`src/rtl/mem_arbiter_if.sv`:
```
// mem_arbiter_if: bundles the instruction bus, data bus and shared memory port
// that meet at mem_arbiter.
// Latency: none (wires only).
// Backpressure: carried by the gnt signals (m_gnt -> i_gnt/d_gnt).
// Modports:
//   master - the arbiter's view: it samples the requesters and the memory
//            responses, and drives grants, steered responses and the memory request.
//   slave  - the attached core and memory: they drive requests and responses,
//            and observe grants and the memory request.
interface mem_arbiter_if;
    logic        i_req;
    logic [31:0] i_addr;
    logic        i_gnt;
    logic        i_rvalid;
    logic [31:0] i_rdata;

    logic        d_req;
    logic        d_we;
    logic [3:0]  d_be;
    logic [31:0] d_addr;
    logic [31:0] d_wdata;
    logic        d_gnt;
    logic        d_rvalid;
    logic [31:0] d_rdata;

    logic        m_req;
    logic        m_we;
    logic [3:0]  m_be;
    logic [31:0] m_addr;
    logic [31:0] m_wdata;
    logic        m_gnt;
    logic        m_rvalid;
    logic [31:0] m_rdata;

    modport master (
        input  i_req, i_addr,
        output i_gnt, i_rvalid, i_rdata,
        input  d_req, d_we, d_be, d_addr, d_wdata,
        output d_gnt, d_rvalid, d_rdata,
        output m_req, m_we, m_be, m_addr, m_wdata,
        input  m_gnt, m_rvalid, m_rdata
    );

    modport slave (
        output i_req, i_addr,
        input  i_gnt, i_rvalid, i_rdata,
        output d_req, d_we, d_be, d_addr, d_wdata,
        input  d_gnt, d_rvalid, d_rdata,
        input  m_req, m_we, m_be, m_addr, m_wdata,
        output m_gnt, m_rvalid, m_rdata
    );
endinterface

```
`src/rtl/mem_arbiter.sv`:
```
// mem_arbiter: shares one memory port between the instruction-fetch and load/store
// requesters, and routes each in-order response back to the requester that issued it.
// Latency: zero; grant and response are combinational passthroughs.
// Backpressure: m_gnt low holds (locks) the selection; a full owner tracker blocks m_req.
// Ports: clk, rst (async active-high); bus (mem_arbiter_if.master) carries the
//   i_*/d_* requester buses and the m_* memory port; resp_err is a sticky flag
//   that records a response arriving while nothing is outstanding.
// Optional: define MEM_ARBITER_RR_EN for round-robin arbitration on simultaneous
//   requests. Otherwise fixed priority per DATA_PRIO applies.
module mem_arbiter #(
    parameter int MAX_OUTSTANDING = 2,     // 1..8
    parameter bit DATA_PRIO       = 1'b1   // 1: data wins ties, 0: instruction wins
) (
    input  logic          clk,
    input  logic          rst,
    mem_arbiter_if.master bus,
    output logic          resp_err
);
    localparam int PW = (MAX_OUTSTANDING > 1) ? $clog2(MAX_OUTSTANDING) : 1;
    localparam int CW = $clog2(MAX_OUTSTANDING + 1);
    localparam logic [PW-1:0] LAST_PTR = PW'(MAX_OUTSTANDING - 1);
    localparam logic [CW-1:0] FULL_CNT = CW'(MAX_OUTSTANDING);

    // Owner encoding throughout: 0 = instruction, 1 = data.
    logic [MAX_OUTSTANDING-1:0] owner_q;
    logic [PW-1:0]              wr_ptr;
    logic [PW-1:0]              rd_ptr;
    logic [CW-1:0]              count;
    logic                       lock_vld;
    logic                       lock_owner;

    logic sel;
    logic pref;
    logic m_req_int;
    logic full;
    logic empty;
    logic xfer;
    logic pop;
    logic head;

    function automatic logic [PW-1:0] next_ptr(input logic [PW-1:0] p);
        return (p == LAST_PTR) ? '0 : p + 1'b1;
    endfunction

`ifdef MEM_ARBITER_RR_EN
    // Preferred requester for ties. It hands preference to the other side
    // whenever the preferred side is granted.
    logic rr_ptr;

    always_ff @(posedge clk or posedge rst) begin
        if (rst) begin
            rr_ptr <= 1'b0;
        end else if (xfer && (sel == rr_ptr)) begin
            rr_ptr <= ~rr_ptr;
        end
    end

    assign pref = rr_ptr;
`else
    assign pref = DATA_PRIO;
`endif

    always_comb begin
        sel = pref;
        if (lock_vld) begin
            sel = lock_owner;
        end else if (bus.i_req && !bus.d_req) begin
            sel = 1'b0;
        end else if (bus.d_req && !bus.i_req) begin
            sel = 1'b1;
        end
    end

    assign full  = (count == FULL_CNT);
    assign empty = (count == '0);
    assign head  = owner_q[rd_ptr];

    // "full" is the registered count, so a same-cycle pop cannot re-open m_req.
    assign m_req_int = (bus.i_req || bus.d_req) && !full && !rst;
    assign xfer      = m_req_int && bus.m_gnt;
    assign pop       = bus.m_rvalid && !empty && !rst;

    assign bus.m_req   = m_req_int;
    assign bus.i_gnt   = xfer && !sel;
    assign bus.d_gnt   = xfer && sel;
    assign bus.m_we    = !rst && sel && bus.d_we;
    assign bus.m_be    = rst ? 4'h0  : (sel ? bus.d_be    : 4'hF);
    assign bus.m_addr  = rst ? 32'h0 : (sel ? bus.d_addr  : bus.i_addr);
    assign bus.m_wdata = rst ? 32'h0 : (sel ? bus.d_wdata : 32'h0);

    // Only the valid is steered. Data fans out to both requesters.
    assign bus.i_rvalid = pop && !head;
    assign bus.d_rvalid = pop && head;
    assign bus.i_rdata  = rst ? 32'h0 : bus.m_rdata;
    assign bus.d_rdata  = rst ? 32'h0 : bus.m_rdata;

    always_ff @(posedge clk or posedge rst) begin
        if (rst) begin
            owner_q    <= '0;
            wr_ptr     <= '0;
            rd_ptr     <= '0;
            count      <= '0;
            lock_vld   <= 1'b0;
            lock_owner <= 1'b0;
            resp_err   <= 1'b0;
        end else begin
            // Hold the selection while a request sits ungranted.
            if (bus.m_gnt) begin
                lock_vld <= 1'b0;
            end else if (m_req_int) begin
                lock_vld   <= 1'b1;
                lock_owner <= sel;
            end

            if (xfer) begin
                owner_q[wr_ptr] <= sel;
                wr_ptr          <= next_ptr(wr_ptr);
            end
            if (pop) begin
                rd_ptr <= next_ptr(rd_ptr);
            end
            if (xfer && !pop) begin
                count <= count + 1'b1;
            end else if (pop && !xfer) begin
                count <= count - 1'b1;
            end

            if (bus.m_rvalid && empty) begin
                resp_err <= 1'b1;
            end
        end
    end
endmodule

```
`src/flat_wrapper.sv`:
```
// flat-port wrapper written by rule: the top's interface ports become plain ports
module mem_arbiter_flat 
#(
    parameter int MAX_OUTSTANDING = 2,            
    parameter bit DATA_PRIO       = 1'b1                                            
)
  (clk, rst, resp_err, bus_i_req, bus_i_addr, bus_i_gnt, bus_i_rvalid, bus_i_rdata, bus_d_req, bus_d_we, bus_d_be, bus_d_addr, bus_d_wdata, bus_d_gnt, bus_d_rvalid, bus_d_rdata, bus_m_req, bus_m_we, bus_m_be, bus_m_addr, bus_m_wdata, bus_m_gnt, bus_m_rvalid, bus_m_rdata);
  mem_arbiter_if bus_i ();
  input  logic clk;
  input  logic rst;
  output logic resp_err;
  input wire logic [$bits(bus_i.i_req)-1:0] bus_i_req;
  input wire logic [$bits(bus_i.i_addr)-1:0] bus_i_addr;
  output wire logic [$bits(bus_i.i_gnt)-1:0] bus_i_gnt;
  output wire logic [$bits(bus_i.i_rvalid)-1:0] bus_i_rvalid;
  output wire logic [$bits(bus_i.i_rdata)-1:0] bus_i_rdata;
  input wire logic [$bits(bus_i.d_req)-1:0] bus_d_req;
  input wire logic [$bits(bus_i.d_we)-1:0] bus_d_we;
  input wire logic [$bits(bus_i.d_be)-1:0] bus_d_be;
  input wire logic [$bits(bus_i.d_addr)-1:0] bus_d_addr;
  input wire logic [$bits(bus_i.d_wdata)-1:0] bus_d_wdata;
  output wire logic [$bits(bus_i.d_gnt)-1:0] bus_d_gnt;
  output wire logic [$bits(bus_i.d_rvalid)-1:0] bus_d_rvalid;
  output wire logic [$bits(bus_i.d_rdata)-1:0] bus_d_rdata;
  output wire logic [$bits(bus_i.m_req)-1:0] bus_m_req;
  output wire logic [$bits(bus_i.m_we)-1:0] bus_m_we;
  output wire logic [$bits(bus_i.m_be)-1:0] bus_m_be;
  output wire logic [$bits(bus_i.m_addr)-1:0] bus_m_addr;
  output wire logic [$bits(bus_i.m_wdata)-1:0] bus_m_wdata;
  input wire logic [$bits(bus_i.m_gnt)-1:0] bus_m_gnt;
  input wire logic [$bits(bus_i.m_rvalid)-1:0] bus_m_rvalid;
  input wire logic [$bits(bus_i.m_rdata)-1:0] bus_m_rdata;
  assign bus_i.i_req = bus_i_req;
  assign bus_i.i_addr = bus_i_addr;
  assign bus_i_gnt = bus_i.i_gnt;
  assign bus_i_rvalid = bus_i.i_rvalid;
  assign bus_i_rdata = bus_i.i_rdata;
  assign bus_i.d_req = bus_d_req;
  assign bus_i.d_we = bus_d_we;
  assign bus_i.d_be = bus_d_be;
  assign bus_i.d_addr = bus_d_addr;
  assign bus_i.d_wdata = bus_d_wdata;
  assign bus_d_gnt = bus_i.d_gnt;
  assign bus_d_rvalid = bus_i.d_rvalid;
  assign bus_d_rdata = bus_i.d_rdata;
  assign bus_m_req = bus_i.m_req;
  assign bus_m_we = bus_i.m_we;
  assign bus_m_be = bus_i.m_be;
  assign bus_m_addr = bus_i.m_addr;
  assign bus_m_wdata = bus_i.m_wdata;
  assign bus_i.m_gnt = bus_m_gnt;
  assign bus_i.m_rvalid = bus_m_rvalid;
  assign bus_i.m_rdata = bus_m_rdata;
  mem_arbiter #(.MAX_OUTSTANDING(MAX_OUTSTANDING), .DATA_PRIO(DATA_PRIO)) u_core (.clk(clk), .rst(rst), .bus(bus_i), .resp_err(resp_err));
endmodule
```
`config.mk`:
```
export PLATFORM = sky130hd
export DESIGN_NAME = mem_arbiter_flat
export DESIGN_NICKNAME = d
export VERILOG_FILES = /design/src/rtl/mem_arbiter_if.sv /design/src/rtl/mem_arbiter.sv /design/src/flat_wrapper.sv
export SDC_FILE = /design/constraint.sdc
export NUM_CORES = 1
export LEC_CHECK = 0
export BUFFER_PORTS_ARGS = -buffer_cell sky130_fd_sc_hd__clkbuf_2
export CORE_AREA = 10 10 101 103
export DETAILED_ROUTE_END_ITERATION = 16
export DIE_AREA = 0 0 111 113
export GPL_TIMING_DRIVEN = 0
export PLACE_DENSITY = 0.65
export SYNTH_ARGS = -nofsm -noshare
export SYNTH_HDL_FRONTEND = slang
export SYNTH_SLANG_ARGS = --single-unit
```
`constraint.sdc`:
```
create_clock -name clk -period 3.4 [get_ports clk]
set_clock_uncertainty 0.1 [all_clocks]
set_input_delay 1.02 -clock clk [delete_from_list [all_inputs] [get_ports clk]]
set_output_delay 1.02 -clock clk [all_outputs]
set_load 0.005 [all_outputs]
```
==> flow_metrics.env <==
export IMPL_clock_path_buffers=2
export IMPL_drtIter0Drc=127
export IMPL_hold_ws_ns=0.3855
export IMPL_slew_viol_final=0
export IMPL_antenna_left=0
export IMPL_worst_pin_slew_ns=0.4194
export IMPL_instances_no_fill=655
export IMPL_holdPathEnd="u_core.resp_err"
export IMPL_crit_type="primary input to output pin"
export IMPL_fin_nets=691
export IMPL_yosys_warnings=0
export IMPL_cts_root_buf="clkbuf_8"
export IMPL_finalSetupTns_ns=0
export IMPL_cp_max_fo=10
export IMPL_overflow=0
export IMPL_yosys_area_top_type="buf_4"
export IMPL_finalSetupViolCount=0
export IMPL_synth_xor_area_share=0.02329
export IMPL_rr_worst_depth=5
export IMPL_io_pins=278
export IMPL_grt_max_degree=11
export IMPL_synth_compound_area_share=0.1836
export IMPL_num_vias=2842
export IMPL_muxShareOfSynthArea=0.02329
export IMPL_grt_pass1_vias=3097
export IMPL_routed_via_density=4.339
export IMPL_floorplan_initialDensity=0.2312
export IMPL_status="completed"
export IMPL_crit_start="bus_d_req"
export IMPL_hpwl_mm=9.664
export IMPL_async_flop_share=1.000
export IMPL_route_detailed_drc=0
export IMPL_finalPower_mw=0.9675
export IMPL_rsz0062_at_grt="no"
export IMPL_layout_commonest_cell="clkbuf_2"
export IMPL_fin_crit_sh=0.9696
export IMPL_cts_tree="yes"
export IMPL_placementRows=33
export IMPL_synth_top_family_by_area="simple AND/OR/NAND/NOR gates"
export IMPL_period_needed_ns=3.297
export IMPL_wl_per_cell_um=16.27
export IMPL_synthCells=270
export IMPL_grt_pass1_wl_mm=16.20
export IMPL_synth_fa_ha_area_frac=0.006653
export IMPL_coreArea_mm2=0.008134
export IMPL_cts_made_buffers=3
export IMPL_slew_headroom=0.7204
export IMPL_drt_pass1_iter_count=4
export IMPL_powerDensity_mw_per_mm2=280.5
export IMPL_wl_mm=10.65
export IMPL_num_antenna_cells=0
export IMPL_fmax_mhz=303.3
export IMPL_grt_antenna_before_repair=0
export IMPL_drv_cap=0
export IMPL_layout_common_cells="clkbuf_2 (278), buf_4 (34), and2_1 (34), nor2b_1 (34)"
export IMPL_cts_hold_buf=0
export IMPL_clk_pin_slew_ns=0.05
export IMPL_r2r_end="u_core.count[1]"
export IMPL_worstPathRequired_ns=2.28
export IMPL_synth_edff_count=0
export IMPL_syn_area_mm2=0.001881
export IMPL_postSynthAreaPerCell_um2=6.965
export IMPL_holdPathStages=1
export IMPL_grtUsageTotal=0.1530
export IMPL_die_w_um=111
export IMPL_hold_violations=0
export IMPL_dieArea_mm2=0.01254
export IMPL_routabilityCongestion=0.9353
export IMPL_yosys_area_top_type_share=0.1317
export IMPL_die_h_um=113
export IMPL_r2r_start="u_core.count[1]"
export IMPL_crit_arrival_ns=2.18
export IMPL_area_growth_pct=83.43
export IMPL_rrSetupSlack_ns=1.69
export IMPL_synth_nets=410
export IMPL_leakagePower_nw=2.021
export IMPL_fin_util=0.4241
export IMPL_synth_flop_cell="dfrtp_1"
export IMPL_cts_htree_levels=1
export IMPL_peakVddDrop_v=0.0002078
export IMPL_hp_class="flip-flop to flip-flop"
export IMPL_io_buffer_count=276
export IMPL_crit_path_start_kind="primary input"
export IMPL_clock_sinks=9
export IMPL_synth_area_top_cells="buf_4 (13%), dfrtp_1 (12%), and2_1 (11%), nor2b_1 (11%), a21oi_1 (8.5%)"
export IMPL_synth_simple_area_share=0.4052
export IMPL_synth_cell_types=36
export IMPL_clk_latency_ns=0.24
export IMPL_drive_above_1_share=0.6200
export IMPL_ys_seq_elements=9
export IMPL_crit_path_end_kind="output pin"
export IMPL_min_delay_start="u_core.resp_err"
export IMPL_dp_cells=651
export IMPL_seq_area_frac_synth=0.1198
-- flip-flops by register name, indices dropped and copies added (netlist names) --
name	count
u_core.count	2
u_core.owner_q	2
u_core.lock_vld	1
u_core.rd_ptr	1
u_core.lock_owner	1
u_core.wr_ptr	1
u_core.resp_err	1
-- worst max-delay path by stage --
stage	endpoint	slack, ns	depth (start not counted)
CTS	bus_m_addr[19]	0.009	7
global route	bus_m_addr[20]	0.008	7
detailed placement	bus_m_addr[19]	-0.07	7
finish	bus_m_addr[20]	0.10	7
global placement	bus_m_addr[19]	-0.06	7
floorplan	bus_m_addr[25]	0.46	5
-- report_power, final --
| group | internal, mW | switching (mW) | total (mW) |
|---|---|---|---|
| combinational | 0.340 | 0.306 | 0.646 |
| sequential | 0.152 | 0.0457 | 0.198 |
| clock | 0.0800 | 0.0439 | 0.124 |
| total | 0.572 | 0.395 | 0.968 |
-- worst max-delay path, stage by stage --
cell	delay, ns
clkbuf_2	0.12
nor3b_4	0.25
buf_6	0.19
buf_6	0.13
o21ai_0	0.09
a21oi_1	0.22
clkbuf_2	0.15
-- per-layer routing --
metal / GRT usage / vias to the layer above / share of wire
met2: 0.2976 / 155 / 0.54
met3: 0.05864 / 8 / 0.095
met4: 0.03038 / 0 / 0.0081
met1: 0.1504 / 1241 / 0.36
met5: 0 / - / 0
li1: - / 1438 / -
-- kinds of logic (layout without fill, tap and decap cells) --
kind of cell	count (synthesis)	count (layout)
XOR/XNOR	5	5
AO/OA/AOI/OAI	67	67
buffers and inverters	59	339
flip-flops	9	9
multiplexers	4	4
AND/OR/NAND/NOR	125	125
adder cells (fa/ha/maj)	1	1
-- per-stage QoR --
step | worst slack [ns] | instance area, um^2
after floorplan | 0.4564 | 1881
final | 0.1033 | 3450
after detailed placement | -0.06711 | 3393
after global routing | 0.008343 | 3450
after global placement | -0.05734 | 3393
after CTS | 0.009242 | 3446
-- Yosys cell counts, types with 3 or more instances --
cell / count
dfrtp_1: 9
nor2b_1: 34
o21ai_1: 7
buf_4: 33
o21ai_0: 25
clkbuf_1: 7
xor2_1: 3
and2_1: 34
a21oi_1: 32
buf_6: 10
mux2_2: 3
nor2_1: 9
nand3_1: 32
nor3_1: 5
-- area by class of cell --
type / count / area [um^2]
Clock inverter: 1 / 5.005
Multi-Input combinational cell: 202 / 1214
Clock buffer: 3 / 41.29
Inverter: 1 / 3.754
Sequential cell: 9 / 225.2
Tap cell: 105 / 131.4
Buffer: 57 / 440.4
Timing Repair Buffer: 277 / 1389
Fill cell: 855 / 4684
-- what timing repair did --
action | 4_1_cts | 5_1_grt
pin swaps | 1 | 2
setup endpoints to repair | 3 | 3
buffers inserted | 0 | 1
gates resized for setup | 1 | 0
(Power assumes the default switching activity.)
